[src/rtl/lcd_char_ctrl.sv]
// -----------------------------------------------------------------------------
// lcd_char_ctrl
//   HD44780-class character LCD controller (8-bit bus, write-only).
//   Waits out the panel power-up time, issues the init command sequence, then
//   refreshes the panel forever from an internal ROWS x COLS character buffer.
//   Every command or character occupies one bus slot of SLOT_CYC clocks.
//
// Ports
//   clk        : system clock
//   rst_n      : asynchronous active-low reset
//   wr_en      : buffer write strobe (one cycle per write)
//   wr_addr    : buffer index = row*COLS + col; indices >= ROWS*COLS are ignored
//   wr_data    : character code to store
//   init_done  : high once the init sequence has completed
//   frame_done : one-cycle pulse after the last character of the last row
//   lcd_rs     : 0 = command, 1 = data
//   lcd_rw     : always 0 (write-only)
//   lcd_en     : enable strobe, high during the second half of each slot
//   lcd_data   : LCD data bus
// -----------------------------------------------------------------------------
module lcd_char_ctrl #(
    parameter int SLOT_CYC    = 100000,
    parameter int POWERUP_CYC = 750000,
    parameter int COLS        = 16,
    parameter int ROWS        = 2,
    localparam int DEPTH      = ROWS * COLS,
    // One extra bit when DEPTH is a power of two, so that out-of-range
    // indices can actually be presented and rejected.
    localparam int AW         = $clog2(DEPTH + 1)
) (
    input  logic          clk,
    input  logic          rst_n,
    input  logic          wr_en,
    input  logic [AW-1:0] wr_addr,
    input  logic [7:0]    wr_data,
    output logic          init_done,
    output logic          frame_done,
    output logic          lcd_rs,
    output logic          lcd_rw,
    output logic          lcd_en,
    output logic [7:0]    lcd_data
);
    localparam int SW = $clog2(SLOT_CYC);
    localparam int PW = (POWERUP_CYC > 1) ? $clog2(POWERUP_CYC + 1) : 1;
    localparam int IW = (DEPTH > 1) ? $clog2(DEPTH) : 1;
    localparam int CW = (COLS > 1) ? $clog2(COLS) : 1;

    localparam logic [SW-1:0] SLOT_LAST = SW'(SLOT_CYC - 1);
    localparam logic [SW-1:0] SLOT_MID  = SW'(SLOT_CYC / 2 - 1);
    localparam logic [PW-1:0] PWR_LAST  = PW'(POWERUP_CYC);
    localparam logic [CW-1:0] COL_LAST  = CW'(COLS - 1);
    localparam logic          ROW_LAST  = 1'(ROWS - 1);
    localparam logic [IW-1:0] COLS_I    = IW'(COLS);
    localparam logic [AW-1:0] DEPTH_A   = AW'(DEPTH);
    localparam logic [2:0]    INIT_LAST = 3'd4;

    typedef enum logic [1:0] {PWR_WAIT, INIT, ROW_ADDR, WRITE} state_t;

    state_t         state_q, state_d;
    logic [SW-1:0]  slot_cnt_q, slot_cnt_d;
    logic [PW-1:0]  pwr_cnt_q, pwr_cnt_d;
    logic [2:0]     init_idx_q, init_idx_d;
    logic           row_q, row_d;
    logic [CW-1:0]  col_q, col_d;
    logic           lcd_rs_q, lcd_rs_d;
    logic [7:0]     lcd_data_q, lcd_data_d;
    logic           lcd_en_q, lcd_en_d;
    logic           init_done_q, init_done_d;
    logic           frame_done_q, frame_done_d;
    logic [7:0]     mem_q [DEPTH];

    logic           boundary_s;
    logic           mid_s;
    logic           pwr_done_s;
    logic           wr_hit_s;
    logic [IW-1:0]  wr_idx_s;
    logic [CW-1:0]  rd_col_s;
    logic [IW-1:0]  rd_idx_s;
    logic [7:0]     rd_char_s;

    // Init command ROM: function set, display off, clear, entry mode, display on.
    function automatic logic [7:0] init_cmd(input logic [2:0] idx);
        logic [7:0] cmd;
        case (idx)
            3'd0:    cmd = 8'h38;
            3'd1:    cmd = 8'h08;
            3'd2:    cmd = 8'h01;
            3'd3:    cmd = 8'h06;
            3'd4:    cmd = 8'h0C;
            default: cmd = 8'h0C;
        endcase
        return cmd;
    endfunction

    assign boundary_s = (slot_cnt_q == SLOT_LAST);
    assign mid_s      = (slot_cnt_q == SLOT_MID);
    assign pwr_done_s = (pwr_cnt_q == PWR_LAST);
    assign wr_hit_s   = wr_en && (wr_addr < DEPTH_A);
    assign wr_idx_s   = IW'(wr_addr);

    // Free-running slot timer and saturating power-up counter.
    always_comb begin
        if (boundary_s) begin
            slot_cnt_d = '0;
        end else begin
            slot_cnt_d = slot_cnt_q + SW'(1);
        end
        if (pwr_done_s) begin
            pwr_cnt_d = pwr_cnt_q;
        end else begin
            pwr_cnt_d = pwr_cnt_q + PW'(1);
        end
    end

    // Buffer read for the character that opens the next slot: column 0 after a
    // row address, otherwise the following column of the current row.
    always_comb begin
        if (state_q == WRITE) begin
            rd_col_s = col_q + CW'(1);
        end else begin
            rd_col_s = '0;
        end
        rd_idx_s  = (IW'(row_q) * COLS_I) + IW'(rd_col_s);
        rd_char_s = mem_q[rd_idx_s];
    end

    // Sequencer next state and bus contents; bus changes only at slot boundaries.
    always_comb begin
        state_d      = state_q;
        init_idx_d   = init_idx_q;
        row_d        = row_q;
        col_d        = col_q;
        lcd_rs_d     = lcd_rs_q;
        lcd_data_d   = lcd_data_q;
        init_done_d  = init_done_q;
        frame_done_d = 1'b0;
        if (boundary_s) begin
            lcd_en_d = 1'b0;
        end else if (mid_s && (state_q != PWR_WAIT)) begin
            lcd_en_d = 1'b1;
        end else begin
            lcd_en_d = lcd_en_q;
        end
        if (boundary_s) begin
            case (state_q)
                PWR_WAIT: begin
                    if (pwr_done_s) begin
                        state_d    = INIT;
                        init_idx_d = 3'd0;
                        lcd_rs_d   = 1'b0;
                        lcd_data_d = init_cmd(3'd0);
                    end else begin
                        state_d    = PWR_WAIT;
                    end
                end
                INIT: begin
                    if (init_idx_q == INIT_LAST) begin
                        state_d     = ROW_ADDR;
                        row_d       = 1'b0;
                        lcd_rs_d    = 1'b0;
                        lcd_data_d  = 8'h80;
                        init_done_d = 1'b1;
                    end else begin
                        init_idx_d  = init_idx_q + 3'd1;
                        lcd_data_d  = init_cmd(init_idx_q + 3'd1);
                    end
                end
                ROW_ADDR: begin
                    state_d    = WRITE;
                    col_d      = '0;
                    lcd_rs_d   = 1'b1;
                    lcd_data_d = rd_char_s;
                end
                WRITE: begin
                    if (col_q == COL_LAST) begin
                        state_d  = ROW_ADDR;
                        col_d    = '0;
                        lcd_rs_d = 1'b0;
                        if (row_q == ROW_LAST) begin
                            row_d        = 1'b0;
                            lcd_data_d   = 8'h80;
                            frame_done_d = 1'b1;
                        end else begin
                            row_d        = 1'b1;
                            lcd_data_d   = 8'hC0;
                        end
                    end else begin
                        col_d      = col_q + CW'(1);
                        lcd_data_d = rd_char_s;
                    end
                end
                default: begin
                    state_d = PWR_WAIT;
                end
            endcase
        end else begin
            state_d = state_q;
        end
    end

    // Sequencer, timer and output registers.
    always_ff @(posedge clk or negedge rst_n) begin
        if (!rst_n) begin
            state_q      <= PWR_WAIT;
            slot_cnt_q   <= '0;
            pwr_cnt_q    <= '0;
            init_idx_q   <= 3'd0;
            row_q        <= 1'b0;
            col_q        <= '0;
            lcd_rs_q     <= 1'b0;
            lcd_data_q   <= 8'h00;
            lcd_en_q     <= 1'b0;
            init_done_q  <= 1'b0;
            frame_done_q <= 1'b0;
        end else begin
            state_q      <= state_d;
            slot_cnt_q   <= slot_cnt_d;
            pwr_cnt_q    <= pwr_cnt_d;
            init_idx_q   <= init_idx_d;
            row_q        <= row_d;
            col_q        <= col_d;
            lcd_rs_q     <= lcd_rs_d;
            lcd_data_q   <= lcd_data_d;
            lcd_en_q     <= lcd_en_d;
            init_done_q  <= init_done_d;
            frame_done_q <= frame_done_d;
        end
    end

    // Character buffer; a write on a boundary cycle lands after the read above.
    always_ff @(posedge clk or negedge rst_n) begin
        if (!rst_n) begin
            for (int i = 0; i < DEPTH; i++) begin
                mem_q[i] <= 8'h20;
            end
        end else if (wr_hit_s) begin
            mem_q[wr_idx_s] <= wr_data;
        end
    end

    assign lcd_rs     = lcd_rs_q;
    assign lcd_rw     = 1'b0;
    assign lcd_en     = lcd_en_q;
    assign lcd_data   = lcd_data_q;
    assign init_done  = init_done_q;
    assign frame_done = frame_done_q;

endmodule
[config.mk]
export PLATFORM = sky130hd
export DESIGN_NAME = lcd_char_ctrl
export DESIGN_NICKNAME = d
export VERILOG_FILES = /design/src/rtl/lcd_char_ctrl.sv
export SDC_FILE = /design/constraint.sdc
export NUM_CORES = 1
export LEC_CHECK = 0
export ABC_CLOCK_PERIOD_IN_PS = 3700
export BUFFER_PORTS_ARGS = -buffer_cell sky130_fd_sc_hd__buf_4
export CORE_UTILIZATION = 35
export DETAILED_ROUTE_END_ITERATION = 10
export GPL_TIMING_DRIVEN = 0
export SYNTH_ARGS = -nofsm -noshare
export SYNTH_HDL_FRONTEND = slang
export SYNTH_SLANG_ARGS = --single-unit
export TNS_END_PERCENT = 100
[constraint.sdc]
create_clock -name clk -period 3.7 [get_ports clk]
set_clock_uncertainty 0.1 [all_clocks]
set_input_delay 0.185 -clock clk [delete_from_list [all_inputs] [get_ports clk]]
set_output_delay 0.185 -clock clk [all_outputs]
set_load 0.01 [all_outputs]
==> impl_results.md, run 1 <==
- Simple-gate share of the synthesized area: 0.1082
- Core footprint: between 40000 and 50000 sq um
- Total gr overflow: 0
- Wire per inst: 24.43 um
- Placed Cells: between 1500 and 2000
- Final instance area: 17850 sq um
- Synth warnings: 0
- Post-Synth XOR/XNOR Area: 0.01953
- Critical path origin: col_q[0]
- Synth Flop Type: dfrtp_1
- Sw Pwr: a little under 2 mW
- CTS Root Cell: clkbuf_16
- DRT antenna net count: 0
- Final setup TNS: 0 ns
- Gpl congestion: ~0.94
- Critical path endpoint category: register
- Worst Hold Slack: between 0.2 and 0.25 ns
- Worst Hold Class: in2async
- Total power: between 8 and 9 mW
- H-tree level count: 2
- Post-Synthesis Cell Area: ~16000 sq um
- Syn Inst Count: 1304
- Vias in the first global route: around 11000
- Critical path arrival: 3.77 ns
- Final setup fails: 0
- EDFF count, synth: 0
- Leak Pwr: slightly below 8 nW
- Max-cap violations: 0
- DR pass1 iterations: 6
- Worst-path clk slew: 0.06 ns
- Pwr per Cell Area: 464.3 nW/um^2
- Area growth from synthesis to layout: 14.19%
- Mux contribution to synthesized area: 0.2399
- Worst-margin pin slew: 1.080 ns
- # nets final: 1405
- I/O pin total: 30
- Drt via density: between 5 and 6
- Clock power frac: 0.423
- PortBufs: 25
- Largest net degree at the start of global routing: 120
- Final hold violation count: 0
- Setup Fix Bufs, Post-CTS: 0
- Number of synthesized register bits: between 300 and 400
- Mean post-synth cell area: 11.99 sq um
- Share of cells above drive strength 1: 0.3326
- Final wirelength: approximately 50 mm
- CTS tree: done
- WP data required: slightly above 4 ns
- Sequential share of power: 0.488
- Final critical-path share of the clock period: 0.9254
- Via Count: approximately 11000
- Cell Int Power: approximately 6.3 mW
- Synth top area cells: dfrtp_1 (45%), mux2_2 (20%), dfstp_2 (5.4%)
- Crit Path Class: reg2reg
- Post-synth net total: roughly 1300
- Outcome: finished, final reports clean
- CTS max path bufs: 3
- Logic pwr share: 0.089
- Fraction of power spent switching nets: 0.2386
- Fin. max-slew vios: 0
- Num rows: 77
- Cell taking the most area after synthesis: dfrtp_1
- Non-filler instance count after layout: between 1500 and 2000
- Final critical-path required period: about 3.4 ns
- Peak VDD IR: ~0.36 mV
- Worst r2r src: col_q[0]
- DP Area: between 15000 and 20000 sq um
- Dpl hpwl: between 30 and 40 mm
- Post-synthesis adder-cell area fraction: 0.008006
- Critical path peak fanout: 10
- Crit start category: register
- Initial DRC count: around 1300
- F_max: just under 0.3 GHz
- Total clock sinks: around 320
- Unrepaired setup endpoints after global routing: no
- Main combinational cell family by area after synthesis: multiplexers
- Initial Util: 0.3542
- # DRC: 0
- First-pass GRT wire length: 72.97 mm
- Total GRT Usage: 0.2190
- Sequential share of the synthesized area: 0.5069
- Worst-Skew Late Latency: 0.55 ns
- Total CTS buffers: 36
- Post-synthesis cell type count: 77
- Share of the synthesized area in the top cell type: 0.4531
- Die Ht: ~210 um
- Worst slew margin: 0.2775
- Compound-Gate Fraction of Synth Area: 0.08438
- Async set or reset register ratio after synthesis: 1.000
- Initial antenna violation count: 0
- Chip Width: between 200 and 250 um
- Die area: between 40000 and 50000 sq um
==> registers in the layout, indices dropped and copies added (netlist names), 2 cells and up <==
signal / cells
mem_q: 256
pwr_cnt_q: 20
slot_cnt_q: 17
lcd_data: 8
col_q: 4
init_idx_q: 3
state_q: 2
==> metrics by stage <==
step / utilization / setup slack [ns]
2_1_floorplan: - / 1.501
5_1_grt: 0.4044 / 0.05121
3_5_place_dp: 0.3767 / 0.2634
3_3_place_gp: 0.3752 / -0.5558
4_1_cts: 0.4044 / 0.2471
6_report: 0.4045 / 0.2759
==> kinds of logic (layout without fill, tap and decap cells) <==
group,count (synthesis),count (layout)
other,1,2
AOI/OAI and AO/OA,193,193
muxes,319,319
DFF,315,315
buffers and inverters,105,205
and+or+nand+nor,327,327
adders and majority gates,10,10
xor gates and xnor gates,34,34
==> final timing paths <==
| path | endpoint | slack (ns) | cells after the start |
|---|---|---|---|
| setup / recovery | lcd_data[4] | 0.28 | 9 |
| hold / removal | pwr_cnt_q[7] | 0.24 | 2 |
| setup reg to reg | lcd_data[4] | 0.28 | 9 |
| hold reg to reg | pwr_cnt_q[19] | 0.37 | 1 |
| max in group asynchronous | mem_q[236] | 2.12 | 3 |
| min in group clk | mem_q[25] | 0.30 | 5 |
==> what timing repair did <==
action                                 CTS  global route
resized for setup                        0             0
endpoints found under the hold margin  125             0
hold buffers                             9             0
==> worst max-delay path: stages (launching register included) <==
cell and delay [ns]:
dfrtp_1 0.41, ha_1 0.29, buf_4 0.23, buf_4 0.30
buf_2 0.36, clkbuf_1 0.48, o21ai_0 0.33, a211oi_1 0.53
nor2_1 0.13, a21oi_1 0.15
==> synth_stat cells (15+ instances only) <==
cell type,count
a21oi_1,61
dfstp_2,32
mux2i_1,28
o221ai_1,15
nor2_1,79
clkbuf_1,40
mux2_2,274
mux4_2,16
nand2_1,75
nand3b_1,18
dfrtp_1,283
nor2b_1,27
buf_2,32
inv_1,17
nand3_1,26
o21ai_0,22
xnor2_1,19
==> final cells by class <==
cell class	instances	area (sq um)
Fill cell	4285	26280
Sequential cell	315	7923
Multi-Input combinational cell	884	7193
Clock buffer	55	1022
Tap cell	592	740.7
Buffer	88	449.2
Timing Repair Buffer	36	340.3
Clock inverter	9	112.6
Inverter	17	63.81
Antenna cell	1	2.502
==> power by group through the flow <==
stage,clock network [mW],registers [mW],logic [mW]
3_5_place_dp,0,4.10,0.735
2_1_floorplan,0,4.04,0.519
5_1_grt,3.69,4.09,0.807
3_3_place_gp,0,4.08,0.701
6_report,3.50,4.04,0.741
4_1_cts,3.56,4.04,0.745
==> per-layer routing <==
metal | routed length [um] | up-vias | track usage | share of wire
met5 | 0 | - | 0 | 0
li1 | - | 4887 | - | -
met1 | 21930 | 5777 | 0.3077 | 0.45
met4 | 1855 | 0 | 0.08695 | 0.038
met3 | 3938 | 118 | 0.05310 | 0.081
met2 | 21060 | 479 | 0.3233 | 0.43
==> cells in the final DEF, fill, tap and decap left out, drive strengths merged, types with 6 or more instances in the layout <==
cell type / n
mux2: 274
nor3: 13
mux4: 16
dlygate4sd3: 9
o221ai: 15
and2: 6
a21oi: 62
mux2i: 29
o21ai: 23
a211oi: 9
dfrtp: 283
nor2: 87
a221oi: 11
o211ai: 11
nand3b: 18
nand2: 75
or3: 9
o22ai: 12
nor3b: 6
xor2: 15
clkbuf: 95
nand4: 11
dfstp: 32
and3: 10
xnor2: 19
ha: 10
nand3: 26
nand2b: 14
inv: 18
nor4: 12
nor2b: 27
buf: 75
(Power assumes the default switching activity.)
==> inputs of run 2 (changes only) <==
--- a/config.mk
+++ b/config.mk
@@ -10,6 +10,7 @@
 export CORE_UTILIZATION = 35
 export DETAILED_ROUTE_END_ITERATION = 10
 export GPL_TIMING_DRIVEN = 0
+export PLACE_DENSITY = 0.47
 export SYNTH_ARGS = -nofsm -noshare
 export SYNTH_HDL_FRONTEND = slang
 export SYNTH_SLANG_ARGS = --single-unit
==> run 2 against run 1 <==
Net effect: cell area up 0.84%; via count fell by 1.8%; critical endpoint is now lcd_data[6]; clock power increased by 8.6%; routed wire length increased by 7.5%; sequential share of layout area down 0.37 points; first-iteration DRC count fell by 27%; core utilization up 0.34 points; final cell count increased by 0.20%; critical path type unchanged; sequential power hardly changed; largest power group unchanged; die area did not move; flip-flop and latch count stayed put.
==> impl_results.md, run 2 (synthesis gave the netlist of run 1 again) <==
- Outcome: finished, final reports clean
- Core footprint: 44120 sq um (unchanged)
- Worst-path clk slew: 0.06 ns (about the same)
- Diodes inserted: 0 (-1)
- I/O pin total: 30 (unchanged)
- DR pass1 iterations: 5 (-1)
- F_max: 0.2868 GHz (-1.8%)
- Total power: 8.600 mW (+3.8%)
- Peak VDD IR: 0.2719 mV (-25%)
- Dpl hpwl: 35.84 mm (+8.1%)
- Final setup fails: 0 (unchanged)
- Total clock sinks: 315 (unchanged)
- Fin. max-slew vios: 0 (unchanged)
- Most common cell after layout, fill and taps aside: dfrtp_1
- Most frequent cells in the layout: dfrtp_1 (283), mux2_2 (274), nor2_1 (79)
- Num rows: 77 (unchanged)
- Chip Width: 213.3 um (unchanged)
- Initial Util: 0.3542 (unchanged)
- R2R cell count: 9 (unchanged)
- First-pass GRT wire length: 78.60 mm (+7.7%)
- Total GRT Usage: 0.2414 (+0.02238)
- Die area: 45500 sq um (unchanged)
- Reg2Reg Setup Slack: 0.21 ns (-0.06 ns)
- # DRC: 0 (unchanged)
- Largest regs: mem_q: 256 flops, pwr_cnt_q: 20 flops, slot_cnt_q: 17 flops
- Final wirelength: 52.43 mm (+7.5%)
- Area growth from synthesis to layout: 15.16%
- CTS max path bufs: 3 (unchanged)
- Area of the multi-input gates: 7193 sq um (unchanged)
- Worst Hold Class: in2async
- Initial DRC count: 924 (-27%)
- CTS tree: done
- FILL cells: 4302 (+0.40%)
- Critical path origin: col_q[0]
- R2r endpoint: lcd_data[6]
- Crit Path Class: reg2reg
- WP data required: 4.06 ns (about the same)
- Max-cap violations: 0 (unchanged)
- Setup Fix Bufs, Post-CTS: 0 (unchanged)
- Final critical-path share of the clock period: 0.9425 (+0.01706)
- Leak Pwr: 7.799 nW (+1.1%)
- Initial antenna violation count: 1 (+1)
- Total CTS buffers: 38 (+5.6%)
- Total gr overflow: 0 (unchanged)
- Cell Int Power: 6.538 mW (+3.6%)
- Gpl congestion: 0.9204 (-1.6%)
- PortBufs: 25 (unchanged)
- Clock power frac: 0.442 (+0.019)
- Via Count: 11060 (-1.8%)
- CTS Root Cell: clkbuf_16
- Share of cells above drive strength 1: 0.3385 (+0.005917)
- Pwr per Cell Area: 477.9 nW/um^2 (+2.9%)
- Sequential share of power: 0.470 (-0.018)
- Flip-flop count of the largest register, all copies and words added: 256 (unchanged)
- Worst-Skew Late Latency: 0.57 ns (+0.02 ns)
- Worst slew margin: 0.3100 (+0.03250)
- Critical path peak fanout: 19 (+9)
- DRT antenna net count: 0 (unchanged)
- Post-CTS sizing: 0 (unchanged)
- Crit start category: register
- Fraction of power spent switching nets: 0.2398 (+0.001253)
- Vias in the first global route: 11490 (+2.5%)
- Worst r2r src: col_q[0]
- Die Ht: 213.3 um (unchanged)
- Critical path endpoint category: register
- Worst-margin pin slew: 1.031 ns (-0.04858 ns)
- Largest net degree at the start of global routing: 115 (-4.2%)
- Unrepaired setup endpoints after global routing: no
- Drt via density: 5.526 (-2.0%)
- Sw Pwr: 2.063 mW (+4.3%)
- Critical path arrival: 3.85 ns (+0.08 ns)
- Logic pwr share: 0.088 (about the same)
- H-tree level count: 2 (unchanged)
- Wire per inst: 26.20 um (+7.3%)
- Final critical-path required period: 3.487 ns (+0.06313 ns)
- # nets final: 1407 (+0.14%)
- Largest reg by FF count: mem_q
- Final hold violation count: 0 (unchanged)
- Worst Hold Slack: 0.1549 ns (-0.08924 ns)
- Register Area: 7923 sq um (unchanged)
## run 2: per-layer routing
layer  global-route usage  routed length (um)
met5                    0                   0
met3              0.06030                3601
met1               0.3343               23670
met2               0.3648               23290
met4              0.08670                1867
## run 2: timing repair
item,in CTS,in global routing
endpoints found under the hold margin,121,0
hold buffers,9,0
endpoints found under the setup margin,0,1
## run 2: final cells by class
class	count	area share
inverters	17	0.003546
plain buffers	87	0.02475
flip-flops and latches	315	0.4402
multi-input cells	884	0.3997
repair buffers	37	0.02044
clock inverters	14	0.009316
well taps	592	0.04116
clock buffers	55	0.06090
## run 2: worst max path at each step
stage                        endpoint  slack (ns)  depth (start not counted)
final                     lcd_data[6]        0.21                          9
after detailed placement  lcd_data[4]        0.11                          9
after CTS                 lcd_data[4]        0.10                          9
after global routing      lcd_data[6]        0.11                          9
after global placement     mem_q[228]       -0.77                          1
after floorplan           lcd_data[4]        1.50                          8
## run 2: power by group through the flow
stage / clock network (mW) / logic [mW] / registers (mW)
global route: 4.04 / 0.827 / 4.09
detailed placement: 0 / 0.753 / 4.10
CTS: 3.90 / 0.763 / 4.04
finish: 3.80 / 0.755 / 4.05
floorplan: 0 / 0.519 / 4.04
global placement: 0 / 0.723 / 4.09
## run 2: critical path: stages (launching register included)
cell and delay [ns]:
dfrtp_1 0.40, ha_1 0.28, buf_4 0.24, buf_4 0.31, buf_2 0.55, buf_2 0.41
a21oi_1 0.08, o311ai_0 0.54, o2111ai_1 0.29, o211ai_1 0.18
## run 2: through the flow
stage	cell area, sq um	instances	util	setup WS, ns	setup TNS, ns
after floorplan	15630	1304	-	1.501	0
after global placement	16560	1921	0.3752	-0.7741	-202.28
after detailed placement	16650	1924	0.3773	0.1114	0
after CTS	18000	2002	0.4080	0.1048	0
after global routing	18000	2001	0.4079	0.1118	0
final	18000	2001	0.4079	0.2128	0
==> inputs of run 3 (changes only) <==
--- a/config.mk
+++ b/config.mk
@@ -5,7 +5,7 @@
 export SDC_FILE = /design/constraint.sdc
 export NUM_CORES = 1
 export LEC_CHECK = 0
-export ABC_CLOCK_PERIOD_IN_PS = 3700
+export ABC_CLOCK_PERIOD_IN_PS = 4000
 export BUFFER_PORTS_ARGS = -buffer_cell sky130_fd_sc_hd__buf_4
 export CORE_UTILIZATION = 35
 export DETAILED_ROUTE_END_ITERATION = 10
==> constraint.sdc (replaced) <==
create_clock -name clk -period 4 [get_ports clk]
set_clock_uncertainty 0.1 [all_clocks]
set_input_delay 0.2 -clock clk [delete_from_list [all_inputs] [get_ports clk]]
set_output_delay 0.2 -clock clk [all_outputs]
set_load 0.01 [all_outputs]
==> run 3 against run 2 <==
Net effect: total power is 7.5% lower; combinational power shrank 7.5%; sequential power is 7.7% lower; clock power fell by 7.6%; global-route usage did not move; register-to-register slack better by 0.13 ns; flip-flop and latch count is the same; maximum frequency fell by 4.7%; critical path depth did not move.
==> impl_results.md, run 3 (synthesis gave the netlist of run 1 again) <==
- Largest regs: mem_q: 256 flops, pwr_cnt_q: 20 flops, slot_cnt_q: 17 flops
- Crit start category: register
- # DRC: 0 (unchanged)
- R2r endpoint: lcd_data[4]
- H-tree level count: 2 (unchanged)
- Wire per inst: 26.20 um (about the same)
- CTS tree: done
- Final critical-path required period: 3.661 ns (+0.1734 ns)
- First-pass GRT wire length: 78.60 mm (unchanged)
- Outcome: finished, final reports clean
- Most frequent cells in the layout: dfrtp_1 (283), mux2_2 (274), nor2_1 (79)
- Setup Fix Bufs, Post-CTS: 0 (unchanged)
- Total CTS buffers: 38 (unchanged)
- Share of cells above drive strength 1: 0.3383 (about the same)
- Drt via density: 5.518 (-0.14%)
- Final setup fails: 0 (unchanged)
- FILL cells: 4302 (unchanged)
- Final Util: 0.4080 (about the same)
- Max-cap violations: 0 (unchanged)
- Reg2Reg Setup Slack: 0.34 ns (+0.13 ns)
- F_max: 0.2732 GHz (-4.7%)
- Initial antenna violation count: 1 (unchanged)
- CTS max path bufs: 3 (unchanged)
- Non-filler instance count after layout: 2003 (+0.10%)
- # nets final: 1408 (+0.071%)
- DR pass1 iterations: 5 (unchanged)
- Total clock sinks: 315 (unchanged)
- Vias in the first global route: 11490 (unchanged)
- Critical path endpoint category: register
- Critical path peak fanout: 10 (-9)
- Initial Util: 0.3542 (unchanged)
- Worst r2r src: col_q[0]
- Via Count: 11050 (-0.036%)
- DRT antenna net count: 0 (unchanged)
- Worst-Skew Late Latency: 0.57 ns (about the same)
- Final hold violation count: 0 (unchanged)
- Final critical-path share of the clock period: 0.9152 (-0.02734)
- Leak Pwr: 7.800 nW (about the same)
- Area growth from synthesis to layout: 15.19% (about the same)
- Largest reg by FF count: mem_q
- I/O pin total: 30 (unchanged)
- Placed Cells: 1924 (unchanged)
- Peak VDD IR: 0.2519 mV (-7.4%)
- Most common cell after layout, fill and taps aside: dfrtp_1
- Critical path arrival: 4.03 ns (+0.18 ns)
- Die area: 45500 sq um (unchanged)
- Initial DRC count: 982 (+6.3%)
- Largest net degree at the start of global routing: 115 (unchanged)
- R2R cell count: 9 (unchanged)
- CTS Root Cell: clkbuf_16
- Chip Width: 213.3 um (unchanged)
- Flip-flop count of the largest register, all copies and words added: 256 (unchanged)
- Total gr overflow: 0 (unchanged)
- Pwr per Cell Area: 441.9 nW/um^2 (-7.5%)
- Worst Hold Class: in2async
- Core footprint: 44120 sq um (unchanged)
- WP data required: 4.37 ns (+0.31 ns)
- Unrepaired setup endpoints after global routing: no
- Worst-path clk slew: 0.06 ns (about the same)
- Total GRT Usage: 0.2414 (unchanged)
- PortBufs: 25 (unchanged)
- Final wirelength: 52.48 mm (about the same)
- Dpl hpwl: 35.84 mm (unchanged)
- Gpl congestion: 0.9204 (unchanged)
- Crit Path Class: reg2reg
- Worst slew margin: 0.3045 (-0.005566)
- Num rows: 77 (unchanged)
- Worst-margin pin slew: 1.039 ns (+0.008317 ns)
- Fin. max-slew vios: 0 (unchanged)
- Die Ht: 213.3 um (unchanged)
-- run 3: cell types whose count changed in the layout (fill, tap and decap cells not counted) --
cell	previous run	this run
clkbuf_1	49	50
diode_2	0	1
-- run 3: layout make-up --
cell class / instances / area [sq um] / share of cell area
Multi-Input combinational cell: 884 / 7193 / 0.3995
Timing Repair Buffer: 37 / 367.9 / 0.02043
Antenna cell: 1 / 2.502 / 0.0001390
Tap cell: 592 / 740.7 / 0.04114
Buffer: 88 / 449.2 / 0.02495
Clock buffer: 55 / 1096 / 0.06088
Inverter: 17 / 63.81 / 0.003544
Sequential cell: 315 / 7923 / 0.4401
Clock inverter: 14 / 167.7 / 0.009313
-- run 3: report_power, final --
group	internal [mW]	switching (mW)	total [mW]
Sequential	3.56	0.179	3.74
Clock	2.11	1.41	3.51
Combinational	0.378	0.320	0.698
-- run 3: repair_timing --
action	in CTS	in global routing
hold buffers	9	0
endpoints found under the hold margin	119	0
gates resized for setup	0	0
-- run 3: critical path: stages (launching register included) --
cell and delay, ns:
dfrtp_1 0.40, ha_1 0.28, buf_4 0.23, buf_4 0.31, buf_2 0.39, clkbuf_1 0.53
o21ai_0 0.41, a211oi_1 0.61, nor2_1 0.13, a21oi_1 0.16
-- run 3: layer usage --
layer	part of all wire	up-vias	GRT usage
li1	-	4913	-
met4	0.034	0	0.08670
met1	0.45	5709	0.3343
met2	0.45	346	0.3648
met3	0.070	85	0.06030
met5	0	-	0
-- run 3: worst max path at each step --
stage,endpoint,start,cells after the start,slack [ns]
finish,lcd_data[4],col_q[0],9,0.34
floorplan,lcd_data[4],col_q[0],8,1.80
global route,lcd_data[4],col_q[1],9,0.16
global placement,mem_q[228],rst_n,1,-0.49
detailed placement,lcd_data[4],col_q[0],9,0.41
CTS,lcd_data[4],col_q[0],9,0.40
-- run 3: per-stage QoR --
| step | hold WS, ns | setup TNS (ns) | power [mW] | cell area [sq um] | setup slack [ns] |
|---|---|---|---|---|---|
| 2_1_floorplan | -0.1956 | 0 | 4.214 | 15630 | 1.801 |
| 3_3_place_gp | 0.3565 | -121.63 | 4.450 | 16560 | -0.4891 |
| 3_5_place_dp | 0.1974 | 0 | 4.491 | 16650 | 0.4113 |
| 4_1_cts | 0.2036 | 0 | 8.052 | 18000 | 0.4048 |
| 5_1_grt | 0.2154 | 0 | 8.292 | 18000 | 0.1621 |
| 6_report | 0.1444 | 0 | 7.956 | 18000 | 0.3394 |
